### src/rtl/uv_br_ctrl_pkg.sv
// Shared constants for the branch resolution controller: FSM encoding,
// instruction size and queue entry layout helpers.
package uv_br_ctrl_pkg;

  localparam logic [0:0] ST_RUN   = 1'b0;
  localparam logic [0:0] ST_REDIR = 1'b1;

  // Fall-through distance for a not-taken branch/JALR
  localparam int INST_BYTES = 4;

  // Entry layout, MSB first: {pc[ALEN], tak, tgt[ALEN]}
  function automatic int entry_w(input int alen);
    return 2 * alen + 1;
  endfunction

endpackage

### src/rtl/uv_br_ctrl_if.sv
// Bundle of BPU/EXU/CSR inputs and IFU/pipeline/CSR outputs of uv_br_ctrl.
interface uv_br_ctrl_if #(
  parameter int ALEN = 32,
  parameter int CNTW = 32
);
  logic            bp2bc_push;
  logic [ALEN-1:0] bp2bc_pc;
  logic            bp2bc_tak;
  logic [ALEN-1:0] bp2bc_tgt;
  logic            ex2bc_res_vld;
  logic            ex2bc_res_tak;
  logic [ALEN-1:0] ex2bc_res_tgt;
  logic            cs2bc_trap_vld;
  logic [ALEN-1:0] cs2bc_trap_pc;
  logic            bc2if_stall;
  logic            bc2if_redir_vld;
  logic [ALEN-1:0] bc2if_redir_pc;
  logic            bc2pl_flush;
  logic            bc2cs_err;
  logic [CNTW-1:0] bc2cs_mis_cnt;

  modport master (
    output bp2bc_push, bp2bc_pc, bp2bc_tak, bp2bc_tgt,
    output ex2bc_res_vld, ex2bc_res_tak, ex2bc_res_tgt,
    output cs2bc_trap_vld, cs2bc_trap_pc,
    input  bc2if_stall, bc2if_redir_vld, bc2if_redir_pc,
    input  bc2pl_flush, bc2cs_err, bc2cs_mis_cnt
  );

  modport slave (
    input  bp2bc_push, bp2bc_pc, bp2bc_tak, bp2bc_tgt,
    input  ex2bc_res_vld, ex2bc_res_tak, ex2bc_res_tgt,
    input  cs2bc_trap_vld, cs2bc_trap_pc,
    output bc2if_stall, bc2if_redir_vld, bc2if_redir_pc,
    output bc2pl_flush, bc2cs_err, bc2cs_mis_cnt
  );
endinterface

### src/rtl/uv_br_queue.sv
// In-order circular FIFO of outstanding predictions; head is readable
// combinationally so the resolution can be checked in the same cycle.
module uv_br_queue #(
  parameter int W     = 65,
  parameter int DEPTH = 4
) (
  input  logic                       clk,
  input  logic                       rst,
  input  logic                       push,
  input  logic [W-1:0]               wdata,
  input  logic                       pop,
  input  logic                       clr,
  output logic                       full,
  output logic                       empty,
  output logic [$clog2(DEPTH):0]     count,
  output logic [W-1:0]               head
);
  localparam int AW = $clog2(DEPTH);
  localparam logic [AW:0] DEPTH_C = (AW+1)'(DEPTH);

  logic [W-1:0]  mem_reg [DEPTH];
  logic [AW-1:0] wr_ptr_reg, rd_ptr_reg;
  logic [AW:0]   count_reg;
  logic          do_push, do_pop;

  assign full  = (count_reg == DEPTH_C);
  assign empty = (count_reg == '0);
  assign count = count_reg;
  assign head  = mem_reg[rd_ptr_reg];

  // A push into a full queue is legal only when the head leaves the same cycle
  assign do_push = push & (~full | pop) & ~clr;
  assign do_pop  = pop & ~empty & ~clr;

  always_ff @(posedge clk) begin
    if (do_push) mem_reg[wr_ptr_reg] <= wdata;
  end

  always_ff @(posedge clk or posedge rst) begin
    if (rst) begin
      wr_ptr_reg <= '0;
      rd_ptr_reg <= '0;
      count_reg  <= '0;
    end else if (clr) begin
      wr_ptr_reg <= '0;
      rd_ptr_reg <= '0;
      count_reg  <= '0;
    end else begin
      if (do_push) wr_ptr_reg <= wr_ptr_reg + 1'b1;
      if (do_pop)  rd_ptr_reg <= rd_ptr_reg + 1'b1;
      if (do_push && !do_pop)      count_reg <= count_reg + 1'b1;
      else if (do_pop && !do_push) count_reg <= count_reg - 1'b1;
    end
  end
endmodule

### src/rtl/uv_br_ctrl.sv
// Branch resolution controller: checks EXU resolutions against queued
// predictions and issues a one-cycle redirect/flush on mispredict or trap.
module uv_br_ctrl
  import uv_br_ctrl_pkg::*;
#(
  parameter int ALEN  = 32,
  parameter int DEPTH = 4,
  parameter int CNTW  = 32
) (
  input  logic         clk,
  input  logic         rst,
  uv_br_ctrl_if.slave  bc
);
  localparam int EW = entry_w(ALEN);
  localparam int AW = $clog2(DEPTH);
  localparam logic [AW:0] DEPTH_C = (AW+1)'(DEPTH);

  logic [0:0]      state_reg, state_next;
  logic [ALEN-1:0] redir_pc_reg, redir_pc_next;
  logic            err_reg, err_next;
  logic [CNTW-1:0] mis_cnt_reg, mis_cnt_next;

  logic            q_full, q_empty;
  logic [AW:0]     q_count;
  logic [EW-1:0]   q_head;
  logic [ALEN-1:0] head_pc, head_tgt, corr_pc;
  logic            head_tak;
  logic            run, pop, mispredict, mis_evt, flush_evt, push_ok;

  assign head_pc  = q_head[EW-1 -: ALEN];
  assign head_tak = q_head[ALEN];
  assign head_tgt = q_head[ALEN-1:0];

  assign run        = (state_reg == ST_RUN);
  assign pop        = run & bc.ex2bc_res_vld & ~q_empty;
  assign mispredict = (bc.ex2bc_res_tak != head_tak) |
                      (bc.ex2bc_res_tak & (bc.ex2bc_res_tgt != head_tgt));
  assign mis_evt    = pop & mispredict;
  assign flush_evt  = bc.cs2bc_trap_vld | mis_evt;
  assign corr_pc    = bc.ex2bc_res_tak ? bc.ex2bc_res_tgt
                                       : head_pc + ALEN'(INST_BYTES);
  // A push in the flushing cycle is younger than the flushing instruction
  assign push_ok    = run & bc.bp2bc_push & ~flush_evt;

  uv_br_queue #(.W(EW), .DEPTH(DEPTH)) u_queue (
    .clk   (clk),
    .rst   (rst),
    .push  (push_ok),
    .wdata ({bc.bp2bc_pc, bc.bp2bc_tak, bc.bp2bc_tgt}),
    .pop   (pop),
    .clr   (flush_evt),
    .full  (q_full),
    .empty (q_empty),
    .count (q_count),
    .head  (q_head)
  );

  always_comb begin
    state_next    = flush_evt ? ST_REDIR : ST_RUN;
    redir_pc_next = redir_pc_reg;
    err_next      = err_reg;
    mis_cnt_next  = mis_cnt_reg;
    if (flush_evt) redir_pc_next = bc.cs2bc_trap_vld ? bc.cs2bc_trap_pc : corr_pc;
    if (run && bc.ex2bc_res_vld && q_empty) err_next = 1'b1;
    if (run && bc.bp2bc_push && q_full && !pop && !flush_evt) err_next = 1'b1;
    // Counter counts mispredicts even when a coincident trap owns the redirect
    if (mis_evt && (mis_cnt_reg != {CNTW{1'b1}})) mis_cnt_next = mis_cnt_reg + 1'b1;
  end

  always_ff @(posedge clk or posedge rst) begin
    if (rst) begin
      state_reg    <= ST_RUN;
      redir_pc_reg <= '0;
      err_reg      <= 1'b0;
      mis_cnt_reg  <= '0;
    end else begin
      state_reg    <= state_next;
      redir_pc_reg <= redir_pc_next;
      err_reg      <= err_next;
      mis_cnt_reg  <= mis_cnt_next;
    end
  end

  assign bc.bc2if_stall     = (q_count == DEPTH_C);
  assign bc.bc2if_redir_vld = (state_reg == ST_REDIR);
  assign bc.bc2pl_flush     = (state_reg == ST_REDIR);
  assign bc.bc2if_redir_pc  = redir_pc_reg;
  assign bc.bc2cs_err       = err_reg;
  assign bc.bc2cs_mis_cnt   = mis_cnt_reg;
endmodule
### src/flat_wrapper.sv
// flat-port wrapper written by rule: the top's interface ports become plain ports
module uv_br_ctrl_flat import uv_br_ctrl_pkg::*;
#(
  parameter int ALEN  = 32,
  parameter int DEPTH = 4,
  parameter int CNTW  = 32
)
  (clk, rst, bc_bp2bc_push, bc_bp2bc_pc, bc_bp2bc_tak, bc_bp2bc_tgt, bc_ex2bc_res_vld, bc_ex2bc_res_tak, bc_ex2bc_res_tgt, bc_cs2bc_trap_vld, bc_cs2bc_trap_pc, bc_bc2if_stall, bc_bc2if_redir_vld, bc_bc2if_redir_pc, bc_bc2pl_flush, bc_bc2cs_err, bc_bc2cs_mis_cnt);
  uv_br_ctrl_if #(.ALEN(ALEN), .CNTW(CNTW)) bc_i ();
  input  logic clk;
  input  logic rst;
  input wire logic [$bits(bc_i.bp2bc_push)-1:0] bc_bp2bc_push;
  input wire logic [$bits(bc_i.bp2bc_pc)-1:0] bc_bp2bc_pc;
  input wire logic [$bits(bc_i.bp2bc_tak)-1:0] bc_bp2bc_tak;
  input wire logic [$bits(bc_i.bp2bc_tgt)-1:0] bc_bp2bc_tgt;
  input wire logic [$bits(bc_i.ex2bc_res_vld)-1:0] bc_ex2bc_res_vld;
  input wire logic [$bits(bc_i.ex2bc_res_tak)-1:0] bc_ex2bc_res_tak;
  input wire logic [$bits(bc_i.ex2bc_res_tgt)-1:0] bc_ex2bc_res_tgt;
  input wire logic [$bits(bc_i.cs2bc_trap_vld)-1:0] bc_cs2bc_trap_vld;
  input wire logic [$bits(bc_i.cs2bc_trap_pc)-1:0] bc_cs2bc_trap_pc;
  output wire logic [$bits(bc_i.bc2if_stall)-1:0] bc_bc2if_stall;
  output wire logic [$bits(bc_i.bc2if_redir_vld)-1:0] bc_bc2if_redir_vld;
  output wire logic [$bits(bc_i.bc2if_redir_pc)-1:0] bc_bc2if_redir_pc;
  output wire logic [$bits(bc_i.bc2pl_flush)-1:0] bc_bc2pl_flush;
  output wire logic [$bits(bc_i.bc2cs_err)-1:0] bc_bc2cs_err;
  output wire logic [$bits(bc_i.bc2cs_mis_cnt)-1:0] bc_bc2cs_mis_cnt;
  assign bc_i.bp2bc_push = bc_bp2bc_push;
  assign bc_i.bp2bc_pc = bc_bp2bc_pc;
  assign bc_i.bp2bc_tak = bc_bp2bc_tak;
  assign bc_i.bp2bc_tgt = bc_bp2bc_tgt;
  assign bc_i.ex2bc_res_vld = bc_ex2bc_res_vld;
  assign bc_i.ex2bc_res_tak = bc_ex2bc_res_tak;
  assign bc_i.ex2bc_res_tgt = bc_ex2bc_res_tgt;
  assign bc_i.cs2bc_trap_vld = bc_cs2bc_trap_vld;
  assign bc_i.cs2bc_trap_pc = bc_cs2bc_trap_pc;
  assign bc_bc2if_stall = bc_i.bc2if_stall;
  assign bc_bc2if_redir_vld = bc_i.bc2if_redir_vld;
  assign bc_bc2if_redir_pc = bc_i.bc2if_redir_pc;
  assign bc_bc2pl_flush = bc_i.bc2pl_flush;
  assign bc_bc2cs_err = bc_i.bc2cs_err;
  assign bc_bc2cs_mis_cnt = bc_i.bc2cs_mis_cnt;
  uv_br_ctrl #(.ALEN(ALEN), .DEPTH(DEPTH), .CNTW(CNTW)) u_core (.clk(clk), .rst(rst), .bc(bc_i));
endmodule
### config.mk
export PLATFORM = sky130hd
export DESIGN_NAME = uv_br_ctrl_flat
export DESIGN_NICKNAME = d
export VERILOG_FILES = /design/src/rtl/uv_br_ctrl_pkg.sv /design/src/rtl/uv_br_ctrl_if.sv /design/src/rtl/uv_br_queue.sv /design/src/rtl/uv_br_ctrl.sv /design/src/flat_wrapper.sv
export SDC_FILE = /design/constraint.sdc
export NUM_CORES = 1
export LEC_CHECK = 0
export ABC_CLOCK_PERIOD_IN_PS = 4500
export CORE_MARGIN = 4
export CORE_UTILIZATION = 39
export DETAILED_ROUTE_END_ITERATION = 7
export HOLD_SLACK_MARGIN = 0.15
export MAX_ROUTING_LAYER = met4
export PLACE_DENSITY = 0.71
export SLEW_MARGIN = 40
export SYNTH_ARGS = -nofsm -noshare
export SYNTH_HDL_FRONTEND = slang
export SYNTH_SLANG_ARGS = --single-unit
export TNS_END_PERCENT = 1
### constraint.sdc
create_clock -name clk -period 4.5 [get_ports clk]
set_input_delay 0.675 -clock clk [delete_from_list [all_inputs] [get_ports clk]]
set_output_delay 0.675 -clock clk [all_outputs]
set_load 0.02 [all_outputs]
Word-level counts from Yosys, hierarchy flattened
Memories as Yosys holds them, arrays and structs flattened.
Cells that the tools add are included.
- register bits after elaboration: 73
- memory bits (writable): 260
- input bits: 135
- output and inout port bits: 68
- word-level logic and storage cells: 67
- memories: 1
- memories (name ; words ; bits a word ; rd ports ; clocked after memory_dff ; write ports ; RTL line ; source):
    u_core.u_queue.mem_reg ; 4 ; 65 ; 1 ; 0 ; 1 ; uv_br_queue.sv:21 ; logic [W-1:0] mem_reg [DEPTH];
- add/sub/neg operators: 6
- equal/unequal tests: 4
- muxes and demuxes: 14
- bitwise logic cells: 17
- reductions and logical operators: 18
- operators with widths (kind ; number):
    two-way mux 32 bit ; 2
    adder 32 x 1 -> 32 bit (second input constant) ; 1
    adder 32 x 3 -> 32 bit (second input constant) ; 1
    inequality test 32 bit ; 1
    inequality test 32 bit (second input constant) ; 1
    AND 1 bit ; 10
    logical AND 1 bit ; 9
    two-way mux 3 bit ; 3
    two-way mux 2 bit ; 4
    nonzero test 2 bit ; 3
    two-way mux 1 bit ; 5
    adder 2 x 1 -> 2 bit (second input constant) ; 2
    zero test 1 bit ; 4
    inverter 1 bit ; 4
    adder 3 x 1 -> 3 bit (second input constant) ; 1
    equality test 3 bit (second input constant) ; 1
    zero test 3 bit ; 1
    bitwise OR 1 bit ; 3
    nonzero test 3 bit ; 1
    subtractor 3 x 1 -> 3 bit (second input constant) ; 1
    inequality test 1 bit ; 1

Logic depth before layout (Yosys ltp)
An unclocked memory read counts as a cell.
- depth after elaboration: 15
- depth in mapped cells: 18
- gate-level depth less buffers: 14

Cells and area by module
Synthesis repeated with hierarchy kept, for this count alone.
- cell total of the unflattened synthesis: 848
- area total of the unflattened synthesis: 14246.2 um^2
- by module, submodules not included (module ; times used ; cells each ; area each (um^2)):
    uv_br_queue ; 1 ; 391 ; 9904.5
    uv_br_ctrl ; 1 ; 457 ; 4341.7

Worst setup path after synthesis
Ideal clock, no wire load.
- path type: register to register
- from: reg u_core.u_queue.rd_ptr_reg[0]
- to: mem u_core.u_queue.mem_reg[0][0], enable pin
- library setup time: 0.430 ns
- data arrival time: 3.950 ns
- required time: 4.070 ns
- path slack: 0.120 ns
- cell stages (with the launch flop): 13
- path buffers: 4
- cells stage by stage: dfrtp_1 > buf_6 > buf_8 > buf_6 > mux2i_1 > nor2_1 > nor4_1 > mux2i_1 > or3_4 > o21bai_4 > and2b_2 > buf_2 > and3_1
- word-level cells in the longest chain between the ends: 12
- elaborated cells on any way between the ends: 13
- RTL lines (item ; RTL line ; source):
    start, declared ; uv_br_queue.sv:22 ; logic [AW-1:0] wr_ptr_reg, rd_ptr_reg;
    start signal, assigned ; uv_br_queue.sv:50 ; if (do_pop) rd_ptr_reg <= rd_ptr_reg + 1'b1;
    memory (4 x 65 bit) * ; -- ;
    inequality test 32 bit ; uv_br_ctrl.sv:37 ; (bc.ex2bc_res_tak & (bc.ex2bc_res_tgt != head_tgt));
    AND 1 bit ; uv_br_ctrl.sv:37 ;
    bitwise OR 1 bit * ; uv_br_ctrl.sv:36 ; assign mispredict = (bc.ex2bc_res_tak != head_tak) |
    AND 1 bit * ; uv_br_ctrl.sv:38 ; assign mis_evt = pop & mispredict;
    bitwise OR 1 bit * ; uv_br_ctrl.sv:39 ; assign flush_evt = bc.cs2bc_trap_vld | mis_evt;
    inverter 1 bit * ; uv_br_queue.sv:32, uv_br_ctrl.sv:43 ;
    AND 1 bit ; uv_br_ctrl.sv:43 ; assign push_ok = run & bc.bp2bc_push & ~flush_evt;
    AND 1 bit ; uv_br_queue.sv:32 ; assign do_push = push & (~full | pop) & ~clr;
    AND 1 bit * ; uv_br_queue.sv:32 ;
    two-way mux 1 bit * ; uv_br_queue.sv:36 ; if (do_push) mem_reg[wr_ptr_reg] <= wdata;
    two-way mux 1 bit (implied by the code) * ; uv_br_queue.sv:36 ;
    end, declared ; uv_br_queue.sv:21 ;
Mark *: on every way between the ends. The rest lies on a longest branch, timed or not.

Worst setup path in the final report
- from: reg u_core.u_queue.rd_ptr_reg[0]
- to: reg u_core.u_queue.count_reg[1] (netlist: u_core.u_queue.count[1])
- word-level cells in the longest chain between the ends: 13
- elaborated cells on any way between the ends: 19
- RTL lines (item ; RTL line ; source):
    memory (4 x 65 bit) * ; -- ;
    inequality test 32 bit ; uv_br_ctrl.sv:37 ;
    AND 1 bit ; uv_br_ctrl.sv:37 ;
    bitwise OR 1 bit * ; uv_br_ctrl.sv:36 ;
    AND 1 bit * ; uv_br_ctrl.sv:38 ;
    bitwise OR 1 bit * ; uv_br_ctrl.sv:39 ;
    inverter 1 bit ; uv_br_queue.sv:32, uv_br_queue.sv:33, uv_br_ctrl.sv:43 ;
    AND 1 bit ; uv_br_ctrl.sv:43 ;
    AND 1 bit (2 in series) ; uv_br_queue.sv:32 ;
    logical AND 1 bit or zero test 1 bit (tied branches) ; uv_br_queue.sv:51, uv_br_queue.sv:52 ;
    two-way mux 3 bit or logical AND 1 bit (tied branches) ; uv_br_queue.sv:51, uv_br_queue.sv:52 ;
    two-way mux 3 bit or nonzero test 3 bit (tied branches) ; -- ;
    end signal, assigned ; uv_br_queue.sv:51 ; if (do_push && !do_pop) count_reg <= count_reg + 1'b1;
    end signal, assigned ; uv_br_queue.sv:52 ; else if (do_pop && !do_push) count_reg <= count_reg - 1'b1;
    end, declared ; uv_br_queue.sv:23 ; logic [AW:0] count_reg;
Marks and branches as above.
A chain may end at the register's enable or synchronous reset.

==> run metrics <==
status=finished, final reports clean; PostCTS Resize Cnt=0; final worst path period share=91.6%; clk slew on worst S/H paths=60 ps; hold path startpoint=u_core.bc.bc2cs_err$_DFFE_PP0P_; Post-Place Cell Area=~17000 sq um; TNS Setup=0 ps; worst hold slack=478 ps; crit path DAT=roughly 4600 ps; H-tree depth=2; Tot GR Track Use=18.9%; Chip Height=201 um; CP endpoint kind=flop; predominant post-synthesis flop cell=edfxtp_1; CTS tree=done; Yosys cell types=60; die area=roughly 40000 sq um; Die Span X=between 200 and 250 um; sequential-to-total area share from yosys stat=66.4%; maximum vdd drop=0.297 mV; syn_nets=around 1100; mux cell area share after synthesis=12.0%; RR Endpoint=u_core.u_queue.count[1]$_DFFE_PP0P_; Cell Rows=70; drt initial violations=800; post-layout min period=4120 ps; Final setup viols=0; register bit total from synthesis=333; syn_area_per_cell=about 16 sq um; Ys Warns=0; most frequent cells in the layout=260 x edfxtp_1, 200 x clkdlybuf4s50_1, 73 x nand2_1; Critical Path Fanout Max=24; final hold violations=0; vias per cell=5.43; total number of vias=just under 9000; Simple-Gate Fraction of Synth Area=8.63%; GRT overflow=0; Post-Synthesis Cells=923; number of enable flip-flop cells after synthesis=260; leak pwr=6.34 nW; # port buffers=202; Worst Hold End=u_core.bc.bc2cs_err$_DFFE_PP0P_; Area Overhead vs Synth=26.0%; vias in the first global route=8815; Slew HR=around half; Final nets=1280; FFs w/ async S/R, synth=between 20% and 30%; worst slew pin tran=729 ps; Largest register FFs=260; RSZ-0062 raised after global routing=no; CTS root buf=clkbuf_16; r2r startpoint=u_core.u_queue.rd_ptr_reg[0]$_DFFE_PP0P_; WL/cell=23.2 um; Post-CTS Setup Bufs=0; Worst Slack Setup Final=380 ps; max cap viols=0; cts hold-fix bufs=0; later-pin clock latency in the skew report=520 ps; Adder-Cell Fraction of Synth Area=0.742%; share of cells above drive strength 1=11.6%; pin count of the biggest net entering global routing=70; Initial Util=39.6%; initial antenna violation count=2; Synth Area in XOR/XNOR=5.92%; Clock Skew=between 10 and 15 ps; TritonCTS Buffers=36; Core Area=36600 sq um; Total Wirelength=38000 um; Max Slew Vio Count=0; Finished Cell Area=18300 sq um; post-layout utilization of the core=49.9%; Cell Area, Synth=14500 sq um; Post-DRT Antenna Nets=0; PD cells=approximately 410 nW/um^2; Worst Hold Path Cells=2; FMAX=between 0.2 and 0.25 GHz; Hold Crit Class=reg2reg; FF-to-FF setup slack=about 380 ps; clk buf depth=3; pre-CTS setup slack=381 ps; detailed placement HPWL=26900 um; CP Class=reg2reg; CP Data Required Time=4940 ps; Synth Area in Compound Gates=under 10%; first-pass GRT wire length=56400 um; DR pass1 iterations=5; total clock sinks=between 300 and 400; most common cell after layout, fill and taps aside=edfxtp_1; FF-to-FF path depth=14; CP Launch Type=flop; Remaining DRCs=0; largest family of logic cells by synthesized area=multiplexers; Final Wtd Congestion=roughly 0.85; Top-Level Pins=203
## metrics by stage
stage	total power [W]	cells
floorplan	0.00406	923
global placement	0.00448	1567
detailed placement	0.00450	1567
CTS	0.00752	1631
global route	0.00773	1633
finish	0.00747	1634
## worst max-delay path, cell delays in order, from the launching register on
cell	delay, ps
dfrtp_4	740
buf_4	390
mux4_2	550
xor2_1	160
nor4_1	390
nand4_1	230
o21bai_4	190
and2b_2	170
buf_4	200
and2_1	150
ha_1	200
fa_1	440
nor2_1	100
a21oi_1	50
nor2_1	80
## routing by layer
| metal | global-route usage [%] | share of wire [%] | up-vias |
|---|---|---|---|
| met3 | 3.73 | 6.5 | 58 |
| met2 | 30.5 | 50 | 353 |
| li1 | - | - | 4001 |
| met5 | - | 0 | - |
| met4 | 4.45 | 1.9 | 0 |
| met1 | 25.0 | 42 | 4468 |
## cells by family (layout without fill, tap and decap cells)
| kind of cell | count (synthesis) | count (layout) |
|---|---|---|
| simple gates | 241 | 241 |
| compound gates | 79 | 79 |
| fa+ha+maj | 8 | 8 |
| xor+xnor | 98 | 98 |
| flops | 333 | 333 |
| buf+inv | 62 | 302 |
| mux | 102 | 102 |
| other cells | 0 | 3 |
## how the worst max path moves through the flow
stage | start | depth (start not counted) | endpoint
after floorplan | u_core.u_queue.rd_ptr_reg[0]$_DFFE_PP0P_ | 12 | u_core.u_queue.mem_reg[0][0]$_DFFE_PP_
after global placement | u_core.u_queue.rd_ptr_reg[0]$_DFFE_PP0P_ | 9 | u_core.bc.bc2if_redir_pc[13]$_DFFE_PP0P_
after detailed placement | u_core.u_queue.rd_ptr_reg[0]$_DFFE_PP0P_ | 9 | u_core.bc.bc2if_redir_pc[13]$_DFFE_PP0P_
after CTS | u_core.u_queue.rd_ptr_reg[0]$_DFFE_PP0P_ | 9 | u_core.bc.bc2if_redir_pc[13]$_DFFE_PP0P_
after global routing | u_core.u_queue.rd_ptr_reg[0]$_DFFE_PP0P_ | 14 | u_core.u_queue.count[1]$_DFFE_PP0P_
final | u_core.u_queue.rd_ptr_reg[0]$_DFFE_PP0P_ | 14 | u_core.u_queue.count[1]$_DFFE_PP0P_
## layout make-up
cell class | count | area [sq um]
timing repair buffer | 223 | 2240
inverter | 15 | 61.3
clock inverter | 15 | 179
tap | 468 | 586
multi-input combinational | 528 | 4520
sequential | 333 | 9640
fill | 3035 | 18300
antenna | 3 | 7.51
clock buffer | 49 | 1040
## Yosys cell counts (10+ instances only)
library cell / instances / share of area [%]
a21oi_1: 10 / 0.35
and3_1: 14 / 0.60
clkbuf_1: 21 / 0.54
dfrtp_1: 73 / 13
edfxtp_1: 260 / 54
inv_1: 14 / 0.36
mux2i_1: 44 / 3.0
mux4_1: 12 / 2.2
mux4_2: 42 / 6.5
nand2_1: 73 / 1.9
nand3_1: 18 / 0.62
nand4_1: 17 / 0.73
nor2_1: 38 / 0.98
nor3_1: 23 / 0.79
nor4_1: 17 / 0.73
o21ai_0: 21 / 0.72
o21ai_1: 14 / 0.48
xnor2_1: 40 / 2.4
xor2_1: 58 / 3.5
## where the power goes
part / internal [W] / switching [W]
combinational: 0.000428 / 0.000482
sequential: 0.00343 / 0.0000929
clock: 0.00186 / 0.00118
Note: power is estimated with default switching activity, not from simulation.
==> edit, RTL diff (config.mk and constraints unchanged) <==
`DEPTH` is set to 4 in 3 places; all go to 2.
--- a/src/rtl/uv_br_queue.sv
+++ b/src/rtl/uv_br_queue.sv
@@ -2,7 +2,7 @@
 // combinationally so the resolution can be checked in the same cycle.
 module uv_br_queue #(
   parameter int W     = 65,
-  parameter int DEPTH = 4
+  parameter int DEPTH = 2
 ) (
   input  logic                       clk,
   input  logic                       rst,
--- a/src/rtl/uv_br_ctrl.sv
+++ b/src/rtl/uv_br_ctrl.sv
@@ -4,7 +4,7 @@
   import uv_br_ctrl_pkg::*;
 #(
   parameter int ALEN  = 32,
-  parameter int DEPTH = 4,
+  parameter int DEPTH = 2,
   parameter int CNTW  = 32
 ) (
   input  logic         clk,
--- a/src/flat_wrapper.sv
+++ b/src/flat_wrapper.sv
@@ -2,7 +2,7 @@
 module uv_br_ctrl_flat import uv_br_ctrl_pkg::*;
 #(
   parameter int ALEN  = 32,
-  parameter int DEPTH = 4,
+  parameter int DEPTH = 2,
   parameter int CNTW  = 32
 )
   (clk, rst, bc_bp2bc_push, bc_bp2bc_pc, bc_bp2bc_tak, bc_bp2bc_tgt, bc_ex2bc_res_vld, bc_ex2bc_res_tak, bc_ex2bc_res_tgt, bc_cs2bc_trap_vld, bc_cs2bc_trap_pc, bc_bc2if_stall, bc_bc2if_redir_vld, bc_bc2if_redir_pc, bc_bc2pl_flush, bc_bc2cs_err, bc_bc2cs_mis_cnt);
Formal check against the unedited RTL: not equivalent (Yosys sat finds a counterexample within 4 cycles, from zero or initial values and one cycle with rst high).
==> edit against the original RTL <==
Area after synthesis shrank 35%; critical endpoint is now u_core.u_queue.mem_reg[0][39]; sequential power is 40% lower; synthesized cell count is 22% lower; design area fell by 32%; highest routed layer unchanged; sequential cell count shrank 133; utilization grew 2.8 points; final cell count fell by 23%; fmax is 5.4% higher; largest cell class unchanged; wire length decreased by 34%; clock power is 50% lower; power decreased by 43%; non-clock buffer count down 5; critical path type unchanged; setup slack improved by 0.21 ns.
==> edit: results (changes against the original RTL) <==
* Asr flop ratio synth at 0.350 (+0.131)
* Register share of the cell area at 0.456 (-0.0716)
* Vias in the first global route at 6542 (-26%)
* Worst-margin pin slew at 0.784 ns (+0.0552 ns)
* Final #Nets at 1057 (-17%)
* Top post-synthesis cells by area: edfxtp_1 (42%), dfrtp_1 (19%), mux2i_1 (8.4%), xnor2_1 (6.6%), xor2_1 (2.6%)
* Multi-In Gates at 475 (-10%)
* Number of fill cells at 2036 (-33%)
* Seq_cells at 200 (-40%)
* Max FFs per register at 130 (-50%)
* CP arrival at 4.05 ns (-0.51 ns)
* Final HPWL DP at 18700 um (-30%)
* CTS H-tree depth at 4 (+2)
* Status: finished clean
* Sequential element share of the synthesized area at 0.603 (-0.0614)
* Count of plain and timing-repair buffers at 218 (-2.2%)
* Lkg Pwr at 4.30 nW (-32%)
* Initial antenna violation count at 1 (-1)
* Non-CTS inverters at 7 (-8)
* Hold path depth at 1 (-1)
* Clk_lat worst skew at 0.45 ns (-0.07 ns)
* Dpl ws at 0.621 ns (+0.240 ns)
* DRT Wirelength at 24900 um (-34%)
* Skew final at 0.0208 ns (+0.00715 ns)
* First-pass GRT wire length at 37000 um (-34%)
* XOR/XNOR share of the synthesized area at 0.0925 (+0.0333)
[edit: changes by cell type after synthesis, sizes merged, moves of 9 or more]
cell / before / now
mux2i: 44 / 79
edfxtp: 260 / 130
nand2: 73 / 59
xor2: 58 / 28
nand4: 17 / 27
o211ai: 0 / 9
xnor2: 40 / 71
mux4: 54 / 0
nor2: 38 / 20
[edit: path summary, 6_finish.rpt]
kind,startpoint,endpoint,slack [ns]
max reg2reg,u_core.u_queue.rd_ptr_reg,u_core.u_queue.mem_reg[0][39],0.59
min,u_core.bc.bc2cs_mis_cnt[25],u_core.bc.bc2cs_mis_cnt[25],0.49
min in group asynchronous,rst,u_core.bc.bc2if_redir_pc[11],0.62
max in group asynchronous,rst,u_core.u_queue.rd_ptr_reg,3.20
min reg2reg,u_core.bc.bc2cs_mis_cnt[25],u_core.bc.bc2cs_mis_cnt[25],0.49
max,u_core.u_queue.rd_ptr_reg,u_core.u_queue.mem_reg[0][39],0.59
[edit: metal layers]
metal / routed length [um] / part of all wire / track usage
met1: 10500 / 0.42 / 0.233
met2: 12400 / 0.50 / 0.313
met3: 1340 / 0.054 / 0.0439
met4: 609 / 0.024 / 0.0644
met5: 0 / 0 / -
[edit: power by group through the flow]
stage          clock network, mW  registers [mW]  logic [mW]
6_report                    1.53            2.12       0.619
5_1_grt                     1.63            2.13       0.662
2_1_floorplan                  0            2.19       0.255
4_1_cts                     1.55            2.12       0.627
3_5_place_dp                   0            2.16       0.623
3_3_place_gp                   0            2.15       0.615
[edit: metrics by stage]
stage / instance area (sq um) / std cells / hold WS (ns)
floorplan: 9390 / 717 / 0.524
global route: 12400 / 1252 / 0.505
CTS: 12400 / 1251 / 0.496
global placement: 11800 / 1219 / 0.479
finish: 12400 / 1253 / 0.493
detailed placement: 11800 / 1219 / 0.479
